==> src/rtl/johnson_step_ctrl.sv <==
// johnson_step_ctrl: command-driven sequencer for a Johnson (twisted-ring) phase register.
// Accepts "step N times in direction D" commands over valid/ready, advances the phase one
// code per clock, honours pause/abort, and pulses done for one cycle on completion.
// Optional feature macro: JOHNSON_WRAP_EN adds a registered 'wrap' pulse output.

module johnson_step_ctrl #(
    parameter int unsigned WIDTH = 4,
    parameter int unsigned CNT_W = 8
) (
    input  logic             clk,
    input  logic             rst,
    input  logic             cmd_valid,
    output logic             cmd_ready,
    input  logic             cmd_dir,
    input  logic [CNT_W-1:0] cmd_steps,
    input  logic             pause,
    input  logic             abort,
    output logic [WIDTH-1:0] phase,
    output logic [CNT_W-1:0] steps_left,
    output logic             busy,
`ifdef JOHNSON_WRAP_EN
    output logic             wrap,
`endif
    output logic             done
);

    localparam logic [1:0] S_IDLE  = 2'd0;
    localparam logic [1:0] S_RUN   = 2'd1;
    localparam logic [1:0] S_PAUSE = 2'd2;
    localparam logic [1:0] S_DONE  = 2'd3;

    logic [1:0]       state_q, state_d;
    logic [WIDTH-1:0] phase_q, phase_d;
    logic [CNT_W-1:0] steps_q, steps_d;
    logic             dir_q, dir_d;
    logic [WIDTH-1:0] phase_fwd, phase_rev, phase_step;
`ifdef JOHNSON_WRAP_EN
    logic             wrap_q, wrap_d;
`endif

    // Next Johnson code in each direction; dir selects which one a step uses.
    always_comb begin
        phase_fwd  = {phase_q[WIDTH-2:0], ~phase_q[WIDTH-1]};
        phase_rev  = {~phase_q[0], phase_q[WIDTH-1:1]};
        phase_step = dir_q ? phase_rev : phase_fwd;
    end

    // Next-state logic: accept, step, pause/abort handling.
    always_comb begin
        state_d = state_q;
        phase_d = phase_q;
        steps_d = steps_q;
        dir_d   = dir_q;
`ifdef JOHNSON_WRAP_EN
        wrap_d  = 1'b0;
`endif
        case (state_q)
            S_IDLE: begin
                if (cmd_valid) begin
                    dir_d   = cmd_dir;
                    steps_d = cmd_steps;
                    state_d = (cmd_steps != '0) ? S_RUN : S_DONE;
                end
            end
            S_RUN: begin
                if (abort) begin
                    state_d = S_IDLE;
                    steps_d = '0;
                end else if (pause) begin
                    state_d = S_PAUSE;
                end else if (steps_q == '0) begin
                    // Unreachable in normal operation; finish rather than underflow.
                    state_d = S_DONE;
                end else begin
                    phase_d = phase_step;
                    steps_d = steps_q - CNT_W'(1);
`ifdef JOHNSON_WRAP_EN
                    wrap_d  = (phase_step == '0);
`endif
                    if (steps_q == CNT_W'(1)) begin
                        state_d = S_DONE;
                    end
                end
            end
            S_PAUSE: begin
                if (abort) begin
                    state_d = S_IDLE;
                    steps_d = '0;
                end else if (!pause) begin
                    state_d = S_RUN;
                end
            end
            default: begin
                // S_DONE: single-cycle completion state.
                state_d = S_IDLE;
            end
        endcase
    end

    // State registers with asynchronous active-low reset.
    always_ff @(posedge clk or negedge rst) begin
        if (!rst) begin
            state_q <= S_IDLE;
            phase_q <= '0;
            steps_q <= '0;
            dir_q   <= 1'b0;
`ifdef JOHNSON_WRAP_EN
            wrap_q  <= 1'b0;
`endif
        end else begin
            state_q <= state_d;
            phase_q <= phase_d;
            steps_q <= steps_d;
            dir_q   <= dir_d;
`ifdef JOHNSON_WRAP_EN
            wrap_q  <= wrap_d;
`endif
        end
    end

    // Outputs decoded from registered state only.
    always_comb begin
        cmd_ready  = (state_q == S_IDLE);
        busy       = (state_q != S_IDLE);
        done       = (state_q == S_DONE);
        phase      = phase_q;
        steps_left = steps_q;
`ifdef JOHNSON_WRAP_EN
        wrap       = wrap_q;
`endif
    end

endmodule

==> config.mk <==
export PLATFORM = sky130hd
export DESIGN_NAME = johnson_step_ctrl
export DESIGN_NICKNAME = d
export VERILOG_FILES = /design/src/rtl/johnson_step_ctrl.sv
export SDC_FILE = /design/constraint.sdc
export NUM_CORES = 1
export LEC_CHECK = 0
export BUFFER_PORTS_ARGS = -buffer_cell sky130_fd_sc_hd__buf_2
export CAP_MARGIN = 25
export CORE_ASPECT_RATIO = 1.1
export CORE_MARGIN = 4
export CORE_UTILIZATION = 50
export DETAILED_ROUTE_END_ITERATION = 10
export PLACE_DENSITY = 0.77
export SLEW_MARGIN = 15
export SYNTH_ARGS = -nofsm -noshare
export SYNTH_HDL_FRONTEND = slang
export SYNTH_SLANG_ARGS = --single-unit
==> constraint.sdc <==
create_clock -name clk -period 2.3 [get_ports clk]
set_input_delay 0.23 -clock clk [delete_from_list [all_inputs] [get_ports clk]]
set_output_delay 0.23 -clock clk [all_outputs]
set_load 0.05 [all_outputs]
# Word level (Yosys, flattened, before mapping)
# Cells that the tools add are included.
[totals]
input_bits = 14
out_inout_bits = 15
ff_bits = 15
[op_classes]
addsub = 1
muxes = 16
reduce_logical = 9
n_eq_ne = 10
bitwise_logic = 5
[op_table]
columns = ["operator", "n"]
rows = [
  ["two-way mux 8 bit", 5],
  ["case mux 8 bit (3 select lines)", 1],
  ["two-way mux 2 bit", 8],
  ["!= test 3 bit, second input constant", 3],
  ["== test 8 x 1 -> 1 bit, second input constant", 1],
  ["logical NOT 8 bit", 1],
  ["nonzero test 8 bit", 1],
  ["subtractor 8 x 1 -> 8 bit, second input constant", 1],
  ["case mux 2 bit (3 select lines)", 1],
  ["!= test 5 bit, second input constant", 1],
  ["NOT 1 bit", 5],
  ["AND reduction 5 bit", 1],
  ["== test 2 bit, second input constant", 2],
  ["two-way mux 4 bit", 1],
  ["!= test 2 bit, second input constant", 2],
  ["AND reduction 4 bit", 1],
  ["AND reduction 3 bit", 1],
  ["nonzero test 3 bit", 1],
  ["== test 2 x 1 -> 1 bit, second input constant", 1],
  ["logical NOT 2 bit", 1],
  ["AND reduction 2 bit", 1],
  ["nonzero test 2 bit", 1],
]

# Depth between registers and ports, before layout
# Gate-level depths: netlist of run 1.
[depth]
word_depth = 6
ltp_mapped = 7

# Worst setup path after synthesis of run 1
# No wires, ideal clock.
[synth_path]
path_kind = "reg2reg"
from = "register state_q[0]"
to = "register steps_q[1], in the netlist steps_left[1]"
required_time_ns = 2.175
stages_incl_launch_ff = 7
period_less_slack_ns = 2.018
arrival_ns = 1.893
path_buffers = 0
setup_slack_ns = 0.282
path_cell_list = "dfrtp_1 inv_1 ha_1 or3_1 o211ai_2 o21bai_4 mux2_4"
[synth_between]
elab_chain_cells = 3
[synth_lines]
columns = ["element", "line_no", "rtl"]
rows = [
  ["start: declaration", "32", "logic [1:0] state_q, state_d;"],
  ["start signal: assignment", "111", "state_q <= state_d;"],
  ["logical NOT 2 bit (*)", "--", ""],
  ["named net cmd_ready", "13", "output logic cmd_ready,"],
  ["!= test 2 bit (no line) / nonzero test 3 bit (equally long branches)", "--", ""],
  ["AND reduction 5 bit (no line)", "--", ""],
  ["end signal: assignment", "113", "steps_q <= steps_d;"],
  ["end: declaration", "34", "logic [CNT_W-1:0] steps_q, steps_d;"],
]
# Mark *: on every way through the listed nets, which the timed path passes. The rest lies on a longest branch.
# A chain may end at the register's enable or synchronous reset.

# Worst setup path in the final report of run 1
[layout_path]
from = "register state_q[0]"
to = "register steps_q[1], in the netlist steps_left[1]"
[layout_between]
elab_chain_cells = 3
[layout_lines]
columns = ["element", "line_no", "rtl"]
rows = [
  ["== test 2 x 1 -> 1 bit, or another cell as far along", "57", "case (state_q)"],
  ["!= test 3 bit (no line), or another cell as far along", "--", ""],
  ["AND reduction 5 bit (no line)", "--", ""],
]
# Parallel ways exist; a longest one is shown, timed or not.

==> results of run 1 <==
==> kinds of logic (layout without fill, tap and decap cells) <==
| family | after synthesis | in the layout | share of synthesized area [%] |
|---|---|---|---|
| compound gates | 38 | 38 | 24.88 |
| simple gates | 35 | 35 | 18.60 |
| flops | 15 | 15 | 36.23 |
| buf+inv | 9 | 40 | 3.261 |
| mux | 8 | 8 | 8.574 |
| fa+ha+maj | 7 | 7 | 8.454 |
==> report_power, final <==
part | total (uW) | leakage (uW) | switching, uW | internal [uW]
registers | 540 | 0.000184 | 158 | 382
clock network | 154 | 0.0000177 | 89.0 | 64.6
logic | 1390 | 0.000371 | 943 | 447
total | 2080 | 0.000572 | 1190 | 894
==> worst max-delay path: cells and delay by family, from the launching register on <==
| kind | cells | cell delay [ps] |
|---|---|---|
| AO/OA/AOI/OAI | 2 | 400 |
| adder cells (fa/ha/maj) | 1 | 270 |
| buffers and inverters | 1 | 80 |
| flip-flops | 1 | 400 |
| multiplexers | 1 | 330 |
| AND/OR/NAND/NOR | 1 | 380 |
==> final timing paths <==
check / startpoint / to / slack (ps)
hold reg to reg: phase[1]$_DFFE_PN0P_ / phase[1]$_DFFE_PN0P_ / 580
setup reg to reg: state_q[0]$_DFFE_PN0P_ / steps_left[1]$_DFFE_PN0P_ / 330
min in group asynchronous: rst / steps_left[3]$_DFFE_PN0P_ / 360
max in group asynchronous: rst / steps_left[1]$_DFFE_PN0P_ / 1680
hold / removal: cmd_dir / dir_q$_DFFE_PN0P_ / 180
setup / recovery: state_q[0]$_DFFE_PN0P_ / steps_left[1]$_DFFE_PN0P_ / 330
==> area by class of cell <==
class                   count  area, um^2
well taps                  28       35.03
repair buffers             29       150.1
multi-input cells          88       626.9
inverters                   7       26.28
fillers                   187       758.2
clock buffers               3       22.52
clock inverters             1       5.005
flip-flops and latches     15       375.4
==> cell usage after synthesis (all sizes together), types with 3 or more instances <==
library cell and instances:
nor2 9, o21bai 3, nand2b 3, inv 6, a21oi 12, o21ai 14
mux2 4, nor3 8, ha 7, dfrtp 15, mux2i 4, nor4 3
nand2 5
==> flip-flops by register name, indices dropped and copies added, names as in the netlist <==
name,cells
state_q,2
dir_q,1
steps_left,8
phase,4
==> metal layers <==
metal,vias to the layer above,GRT usage (%)
li1,472,-
met1,460,23.66
met5,-,0
met3,7,3.753
met2,49,28.00
met4,0,6.742
==> metrics by stage <==
step                      utilization, %  hold WS (ps)  area [um^2]
after floorplan                        -        -65.59         1036
after global placement             60.20         153.4         1204
after detailed placement           60.20         155.7         1204
after CTS                          62.08         181.3         1241
after global routing               62.08         176.8         1241
final                              62.08         178.4         1241
==> what timing repair did <==
item / in CTS / in global routing
hold endpoints to repair: 15 / 0
hold buffers: 1 / 0
setup endpoints to repair: 0 / 0
==> placed cells by master (no fill, tap or decap), types with 2 or more instances in the layout <==
| cell | n |
|---|---|
| a21oi_1 | 12 |
| a22oi_1 | 2 |
| buf_2 | 28 |
| clkbuf_4 | 3 |
| dfrtp_1 | 15 |
| ha_1 | 7 |
| inv_1 | 6 |
| mux2_2 | 3 |
| mux2i_1 | 4 |
| nand2_1 | 5 |
| nand2b_1 | 3 |
| nor2_1 | 9 |
| nor3_1 | 6 |
| nor4_1 | 3 |
| o21ai_0 | 14 |
| o21bai_1 | 2 |
| or3_1 | 2 |
==> results.md, run 1 <==
- Total nets after synthesis: 133
- Outcome: completed
- Biggest area contributors in the synthesized netlist: dfrtp_1 36%, ha_1 8.5%, o21ai_0 6.8%
- Share of flip-flops with an asynchronous set or reset: between 90% and 100%
- Number of vias per cell after detailed routing: around 5.8
- Number of nets with antenna violations after detailed routing: 0
- Peak supply drop: approximately 0.88 mV
- TNS Setup: 0 ps
- Setup crit end kind: register
- Reg clk slew, reported paths: about 90 ps
- Count of buffers inserted at the top-level ports: 28
- Hold Path Depth: 2
- Final count of pins violating max slew: 0
- Number of synthesis warnings: 0
- Clock root buffer: clkbuf_4
- Worst slew margin: around 70%
- Fraction of layout instances using a drive strength above 1: a little under a third
- Antenna diode count: 0
- Post-synth top area cell: dfrtp_1
- Final critical-path setup slack: around 330 ps
- Effective utilization at floorplan: between 50% and 60%
- Critical path, cell by cell: inv_1 > ha_1 > or3_1 > o211ai_2 > o21bai_4 > mux2_4
- Mean cell area of the mapped netlist: 9.250 um^2
- Post-synth top flop: dfrtp_1
- DR vias: ~1000
- Placed cell count: 166
- Hold WC Path Type: primary input to register
- Count of flip-flops with a built-in enable after synthesis: 0
- Reported max-cap violation count: 0
- Aggregate global-route resource usage: between 10% and 20%
- Total Power: approximately 2100 uW
- Iteration-0 DRC Markers: 37
- Synthesis-to-layout area growth: 19.81%
- Final cell count without fillers: 171
- Crit-path max FO: 8
- Endpoint required time on the critical path: ~2500 ps
- TritonCTS clock tree: yes
- DP Wirelength: 1931 um
- Cell leakage power: about 0.00057 uW
- Critical Path AT: about 2100 ps
- Met2 routed wirelength: between 1000 and 1500 um
- Pin slew with the least headroom to its limit: approximately 440 ps
- Crit Path Category: register to register
- Num ports: 29
- Top routing layer used: met4
- Netlist area before placement: between 0.001 and 0.0015 mm^2
- Total detailed-routing wirelength: roughly 2500 um
- Pin count of the biggest net entering global routing: 16
- Synthesized flop and latch total: 15
- Num Clock Sinks: 15
- Area enclosed by the die boundary: approximately 0.0029 mm^2
- Total of endpoints with negative setup slack in the final report: 0
- Cell depth of the worst flop-to-flop path: 6
- Post-CTS sizing: 0
- Vertical die dimension: about 56 um
- Total number of nets in the final design: 165
- Antenna violations before repair: 0
- Pre-Repair DR Iteration Count: 5
- Highest-delay cell along the critical path: dfrtp_1
- Final critical path time including I/O delays and setup: approximately 2000 ps
- Vias in the first global route: slightly below 900
- Clock latency reported for the late side of the worst-skew pair: around 290 ps
- Std cell rows: 17
- Maximum clock skew at final layout: roughly 8.9 ps
- Ratio of final minimum period to clock period: 85.58%
- Number of buffers created by CTS: 3
- Setup Slack @ Placement: 387.9 ps
- Final hold violations: 0
- Number of H-tree levels: 1
- Detailed-route wire length per cell: about 14 um
- Share of the synthesized area in the top cell type: 36.23%
- Worst setup SP type: register
- Core area: 0.001999 mm^2
- Wire length of the first global-routing pass: ~4000 um
- Synth unique cells: 33
- Remaining global-route overflow: 0
- Met3 Routed Length: 193 um
- Peak clock frequency supported by timing: between 500 and 600 MHz
- Power Dens Cells: 1679 mW/mm^2
- Buffer levels on the longest clock path: 2
- Gate Count Post-Synth: between 100 and 150
- Share of the yosys chip area belonging to registers: around 36%
- Number of buffers inserted to repair setup after CTS: 0
- Detailed-route wire length on metal 1: 1026 um
- Global placer's final weighted congestion: just over 0.8
- Residual DRC: 0
- X dimension of the die: 51.40 um
- Crit path largest cell delay: 400 ps
- RSZ-0062 raised after global routing: false
Note: power is estimated with default switching activity, not from simulation.
==> inputs of run 2 (changes only) <==
--- a/config.mk
+++ b/config.mk
@@ -12,6 +12,7 @@
 export CORE_UTILIZATION = 50
 export DETAILED_ROUTE_END_ITERATION = 10
 export PLACE_DENSITY = 0.77
+export REMOVE_ABC_BUFFERS = 1
 export SLEW_MARGIN = 15
 export SYNTH_ARGS = -nofsm -noshare
 export SYNTH_HDL_FRONTEND = slang
==> results.md, run 2 (same netlist as run 1, synthesis figures left out) <==
- Critical Path AT: 2130 ps (about the same)
- Number of buffers inserted to repair setup after CTS: 0 (unchanged)
- GR Layer Usage met3: 2.681% (-1.1 points)
- Post-CTS sizing: 0 (unchanged)
- Buffer levels on the longest clock path: 2 (unchanged)
- Worst hold slack after final layout: 183.7 ps (+5.368 ps)
- Vias in the first global route: 970 (+12%)
- Num Clock Sinks: 15 (unchanged)
- Maximum clock skew at final layout: 5.615 ps (-3.270 ps)
- Remaining global-route overflow: 0 (unchanged)
- DP Wirelength: 1962 um (+1.6%)
- Multi-input combinational cell area: 626.9 um^2 (unchanged)
- Endpoint required time on the critical path: 2470 ps (about the same)
- RSZ-0062 raised after global routing: false
- Total number of nets in the final design: 165 (unchanged)
- Vertical die dimension: 55.74 um (unchanged)
- Setup crit end kind: register
- Area enclosed by the die boundary: 0.002865 mm^2 (unchanged)
- Number of nets with antenna violations after detailed routing: 0 (unchanged)
- Number of vias per cell after detailed routing: 5.497 (-4.9%)
- Peak clock frequency supported by timing: 511.4 MHz (+0.67%)
- Wire length of the first global-routing pass: 4291 um (+7.2%)
- Worst slew margin: 73.17% (+2.8 points)
- Effective utilization at floorplan: 51.81% (unchanged)
- Clock root buffer: clkbuf_4
- Final cell count without fillers: 171 (unchanged)
- Global placer's final weighted congestion: 0.8807 (+6.0%)
- TritonCTS clock tree: yes
- Critical path, cell by cell: inv_1 > ha_1 > or3_1 > o211ai_2 > o21bai_4 > mux2_4
- Core area: 0.001999 mm^2 (unchanged)
- Number of buffers created by CTS: 3 (unchanged)
- Peak supply drop: 0.7801 mV (-12%)
- Commonest non-fill, non-tap cell in the layout: buf_2
- Pre-Repair DR Iteration Count: 4 (-1)
- Met1 demand-to-capacity share in global routing: 24.41% (+0.75 points)
- Final critical path time including I/O delays and setup: 1955 ps (-13.05 ps)
- Highest-delay cell along the critical path: dfrtp_1
- Count of buffers inserted at the top-level ports: 28 (unchanged)
- Outcome: completed
- X dimension of the die: 51.40 um (unchanged)
- Cell leakage power: 0.0005723 uW (unchanged)
- Final count of pins violating max slew: 0 (unchanged)
- Worst setup SP type: register
- Hold WC Path Type: primary input to register
- Residual DRC: 0 (unchanged)
- Total detailed-routing wirelength: 2477 um (+0.41%)
- Fillers: 197 (+5.3%)
- Crit-path max FO: 8 (unchanged)
- Reported max-cap violation count: 0 (unchanged)
- Setup Slack @ Placement: 371.9 ps (-15.97 ps)
- Fraction of layout instances using a drive strength above 1: 30.07% (unchanged)
- Most used cells in the layout excluding fill and tap cells: 28 x buf_2, 15 x dfrtp_1, 14 x o21ai_0
- Crit Path Category: register to register
- Crit path largest cell delay: 420 ps (+20 ps)
- Most used routing layer: met2
- Final hold violations: 0 (unchanged)
- DR vias: 940 (-4.9%)
- Antenna violations before repair: 0 (unchanged)
- Bufs and invs on worst path: 1 (unchanged)
- Aggregate global-route resource usage: 19.00% (+1.2 points)
- Reg clk slew, reported paths: 100 ps (about the same)
- Num ports: 29 (unchanged)
- TNS Setup: 0 ps (unchanged)
- Family of cells with the greatest summed delay on the critical path: flip-flops
- Met2 Use GR: 33.09% (+5.1 points)
- Power Dens Cells: 1667 mW/mm^2 (-0.68%)
- Synthesis-to-layout area growth: 19.81% (unchanged)
- Pin count of the biggest net entering global routing: 16 (unchanged)
- Iteration-0 DRC Markers: 24 (-35%)
- Ratio of final minimum period to clock period: 85.01% (-0.57 points)
- Std cell rows: 17 (unchanged)
- Clock latency reported for the late side of the worst-skew pair: 280 ps (about the same)
- Placed cell count: 166 (unchanged)
- Final critical-path setup slack: 344.7 ps (+13.05 ps)
- Total of endpoints with negative setup slack in the final report: 0 (unchanged)
- Seq. cell area: 375.4 um^2 (unchanged)
- Number of H-tree levels: 1 (unchanged)
- Flop-to-flop setup slack: 340 ps (about the same)
- Max reg flops: 8 (unchanged)
- Antenna diode count: 0 (unchanged)
- Pin slew with the least headroom to its limit: 401.3 ps (-42.35 ps)
- Detailed-route wire length per cell: 14.49 um (+0.41%)
-- run 2: cell counts in the layout (fill, tap and decap cells not counted) --
No cell type changed its count.
-- run 2: report_power, final --
part / total [uW] / internal, uW / switching (uW)
Clock: 152 / 64.3 / 87.6
Combinational: 1370 / 445 / 929
Sequential: 542 / 382 / 160
Total: 2070 / 892 / 1180
-- run 2: routing by layer --
metal | vias up | wire length [um]
met5 | - | 0
met1 | 446 | 1104
li1 | 468 | -
met2 | 22 | 1250
met3 | 4 | 95
met4 | 0 | 26
-- run 2: final timing paths --
path / to / cells past startpoint / from
worst min-delay path: dir_q$_DFFE_PN0P_ / 2 / cmd_dir
max in group asynchronous: phase[0]$_DFFE_PN0P_ / 2 / rst
min in group asynchronous: steps_left[7]$_DFFE_PN0P_ / 2 / rst
worst max-delay path: steps_left[1]$_DFFE_PN0P_ / 6 / state_q[0]$_DFFE_PN0P_
worst min register to register: phase[0]$_DFFE_PN0P_ / 2 / phase[0]$_DFFE_PN0P_
worst max register to register: steps_left[1]$_DFFE_PN0P_ / 6 / state_q[0]$_DFFE_PN0P_
-- run 2: metrics by stage --
stage	cell area (um^2)	total power (uW)	util, %
final	1241	2069	62.08
after global routing	1241	2239	62.08
after CTS	1241	2078	62.08
after detailed placement	1204	1919	60.20
after global placement	1204	1900	60.20
after floorplan	1028	1607	-
-- run 2: area by class of cell --
type                       instances  area share (%)
multi-input combinational         88           50.50
sequential                        15           30.24
timing repair buffer              29           12.10
tap                               28           2.823
inverter                           7           2.117
clock buffer                       3           1.815
clock inverter                     1          0.4032
-- run 2: what timing repair did --
action	4_1_cts	5_1_grt
hold buffers	1	0
setup endpoints to repair	0	0
endpoints found under the hold margin	15	0
==> inputs of run 3 (changes only) <==
==> constraint.sdc (replaced) <==
create_clock -name clk -period 1.9 [get_ports clk]
set_input_delay 0.19 -clock clk [delete_from_list [all_inputs] [get_ports clk]]
set_output_delay 0.19 -clock clk [all_outputs]
set_load 0.05 [all_outputs]
==> results.md, run 3 (same netlist as run 1, synthesis figures left out) <==
- Vias in the first global route: 998 (+2.9%)
- X dimension of the die: 51.40 um (unchanged)
- DP Wirelength: 2019 um (+2.9%)
- Ratio of final minimum period to clock period: 93.39% (+8.4 points)
- Number of vias per cell after detailed routing: 5.571 (+1.3%)
- Met2 Use GR: 32.36% (-0.73 points)
- Iteration-0 DRC Markers: 24 (unchanged)
- Clock root buffer: clkbuf_4
- Pin slew with the least headroom to its limit: 394.7 ps (-6.557 ps)
- Cell leakage power: 0.0005976 uW (+4.4%)
- Total of endpoints with negative setup slack in the final report: 0 (unchanged)
- Maximum clock skew at final layout: 1.596 ps (-4.019 ps)
- Clock latency reported for the late side of the worst-skew pair: 270 ps (about the same)
- Final cell count without fillers: 177 (+3.5%)
- Effective utilization at floorplan: 51.81% (unchanged)
- Design area: 0.001285 mm^2 (+3.5%)
- Antenna violations before repair: 0 (unchanged)
- Reported max-cap violation count: 0 (unchanged)
- Hold WC Path Type: primary input to register
- Detailed-route wire length per cell: 14.23 um (-1.8%)
- Commonest non-fill, non-tap cell in the layout: buf_2
- Pre-Repair DR Iteration Count: 4 (unchanged)
- Flop-to-flop setup slack: 130 ps (-220 ps)
- Std cell rows: 17 (unchanged)
- Num Clock Sinks: 15 (unchanged)
- Core area: 0.001999 mm^2 (unchanged)
- Post-CTS sizing: 0 (unchanged)
- Number of nets with antenna violations after detailed routing: 0 (unchanged)
- Residual DRC: 0 (unchanged)
- Area enclosed by the die boundary: 0.002865 mm^2 (unchanged)
- Critical Path AT: 1980 ps (-150 ps)
- Peak clock frequency supported by timing: 563.5 MHz (+10%)
- Final count of pins violating max slew: 0 (unchanged)
- Final critical path time including I/O delays and setup: 1774 ps (-180.9 ps)
- Final hold violations: 0 (unchanged)
- Total placed instance area: 0.001249 mm^2 (+3.7%)
- Antenna diode count: 0 (unchanged)
- Num ports: 29 (unchanged)
- Number of H-tree levels: 1 (unchanged)
- Power Dens Cells: 2040 mW/mm^2 (+22%)
- Outcome: completed
- Wire length of the first global-routing pass: 4043 um (-5.8%)
- Critical path, cell by cell: inv_1 > ha_1 > or3_1 > o211ai_2 > o21bai_4 > buf_4 > mux2i_1
- Fraction of layout instances using a drive strength above 1: 32.21% (+2.1 points)
- Fillers: 198 (+0.51%)
- Count of buffers inserted at the top-level ports: 28 (unchanged)
- Setup crit end kind: register
- DR vias: 986 (+4.9%)
- Placed cell count: 172 (+3.6%)
- Worst setup SP type: register
- GR Layer Usage met3: 2.413% (-0.27 points)
- Buffer levels on the longest clock path: 2 (unchanged)
- Aggregate global-route resource usage: 17.99% (-1.0 points)
- Total number of nets in the final design: 171 (+3.6%)
- Crit path largest cell delay: 400 ps (-20 ps)
- Max reg flops: 8 (unchanged)
- Endpoint required time on the critical path: 2100 ps (-370 ps)
- Most used cells in the layout excluding fill and tap cells: 28 x buf_2, 15 x dfrtp_1, 14 x o21ai_0
- Met1 demand-to-capacity share in global routing: 21.49% (-2.9 points)
- Total detailed-routing wirelength: 2519 um (+1.7%)
- RSZ-0062 raised after global routing: false
- Number of buffers created by CTS: 3 (unchanged)
- Pin count of the biggest net entering global routing: 16 (unchanged)
- TritonCTS clock tree: yes
- Family of cells with the greatest summed delay on the critical path: flip-flops
- Most used routing layer: met2
- Crit Path Category: register to register
- Bufs and invs on worst path: 2 (+1)
- Peak supply drop: 1.152 mV (+48%)
- Crit-path max FO: 7 (-1)
- Highest-delay cell along the critical path: dfrtp_1
- Reg clk slew, reported paths: 90 ps (about the same)
- Global placer's final weighted congestion: 0.8787 (-0.23%)
- Vertical die dimension: 55.74 um (unchanged)
- Synthesis-to-layout area growth: 24.03%
- Remaining global-route overflow: 0 (unchanged)
- Worst slew margin: 73.69% (+0.52 points)
[run 3: cell types whose count changed in the layout (fill, tap and decap cells not counted)]
cell      change
buf_4         +6
clkbuf_1      +1
clkinv_2      -1
[run 3: cell type report]
| class | count | area (um^2) | area share (%) |
|---|---|---|---|
| inverters | 7 | 26.28 | 2.045 |
| multi-input cells | 88 | 626.9 | 48.78 |
| clock buffers | 4 | 26.28 | 2.045 |
| flip-flops and latches | 15 | 375.4 | 29.21 |
| repair buffers | 35 | 195.2 | 15.19 |
| well taps | 28 | 35.03 | 2.726 |
[run 3: metal layers]
metal | routed length (um) | share of wire (%)
met4 | 28 | 1.1
met1 | 1061 | 42
met2 | 1318 | 52
met3 | 111 | 4.4
met5 | 0 | 0
[run 3: power breakdown]
group          total [uW]  internal, uW  switching, uW  leakage, uW
clock network         178          81.2           97.0    0.0000150
logic                1800           629           1170     0.000398
registers             646           463            184     0.000184
[run 3: final timing paths]
kind	startpoint	to	depth (start not counted)
min in group asynchronous	rst	dir_q$_DFFE_PN0P_	2
worst max register to register	state_q[1]$_DFFE_PN0P_	steps_left[0]$_DFFE_PN0P_	7
max in group asynchronous	rst	state_q[0]$_DFFE_PN0P_	2
worst min register to register	phase[3]$_DFFE_PN0P_	phase[3]$_DFFE_PN0P_	2
worst min-delay path	cmd_dir	dir_q$_DFFE_PN0P_	2
worst max-delay path	state_q[1]$_DFFE_PN0P_	steps_left[0]$_DFFE_PN0P_	7
[run 3: timing repair]
action,in CTS,in global routing
setup buffers,0,0
hold endpoints to repair,15,0
hold buffers,1,0
[run 3: through the flow]
stage / util, % / TNS, ps / total power (uW) / setup WS, ps / hold slack, ps
2_1_floorplan: - / -117.8 / 1945 / -117.8 / -105.6
3_3_place_gp: 62.45 / 0 / 2383 / 214.6 / 109.0
3_5_place_dp: 62.45 / 0 / 2438 / 148.2 / 111.0
4_1_cts: 64.27 / 0 / 2622 / 130.0 / 143.7
5_1_grt: 64.27 / 0 / 2790 / 28.33 / 145.2
6_report: 64.27 / 0 / 2622 / 125.5 / 146.5
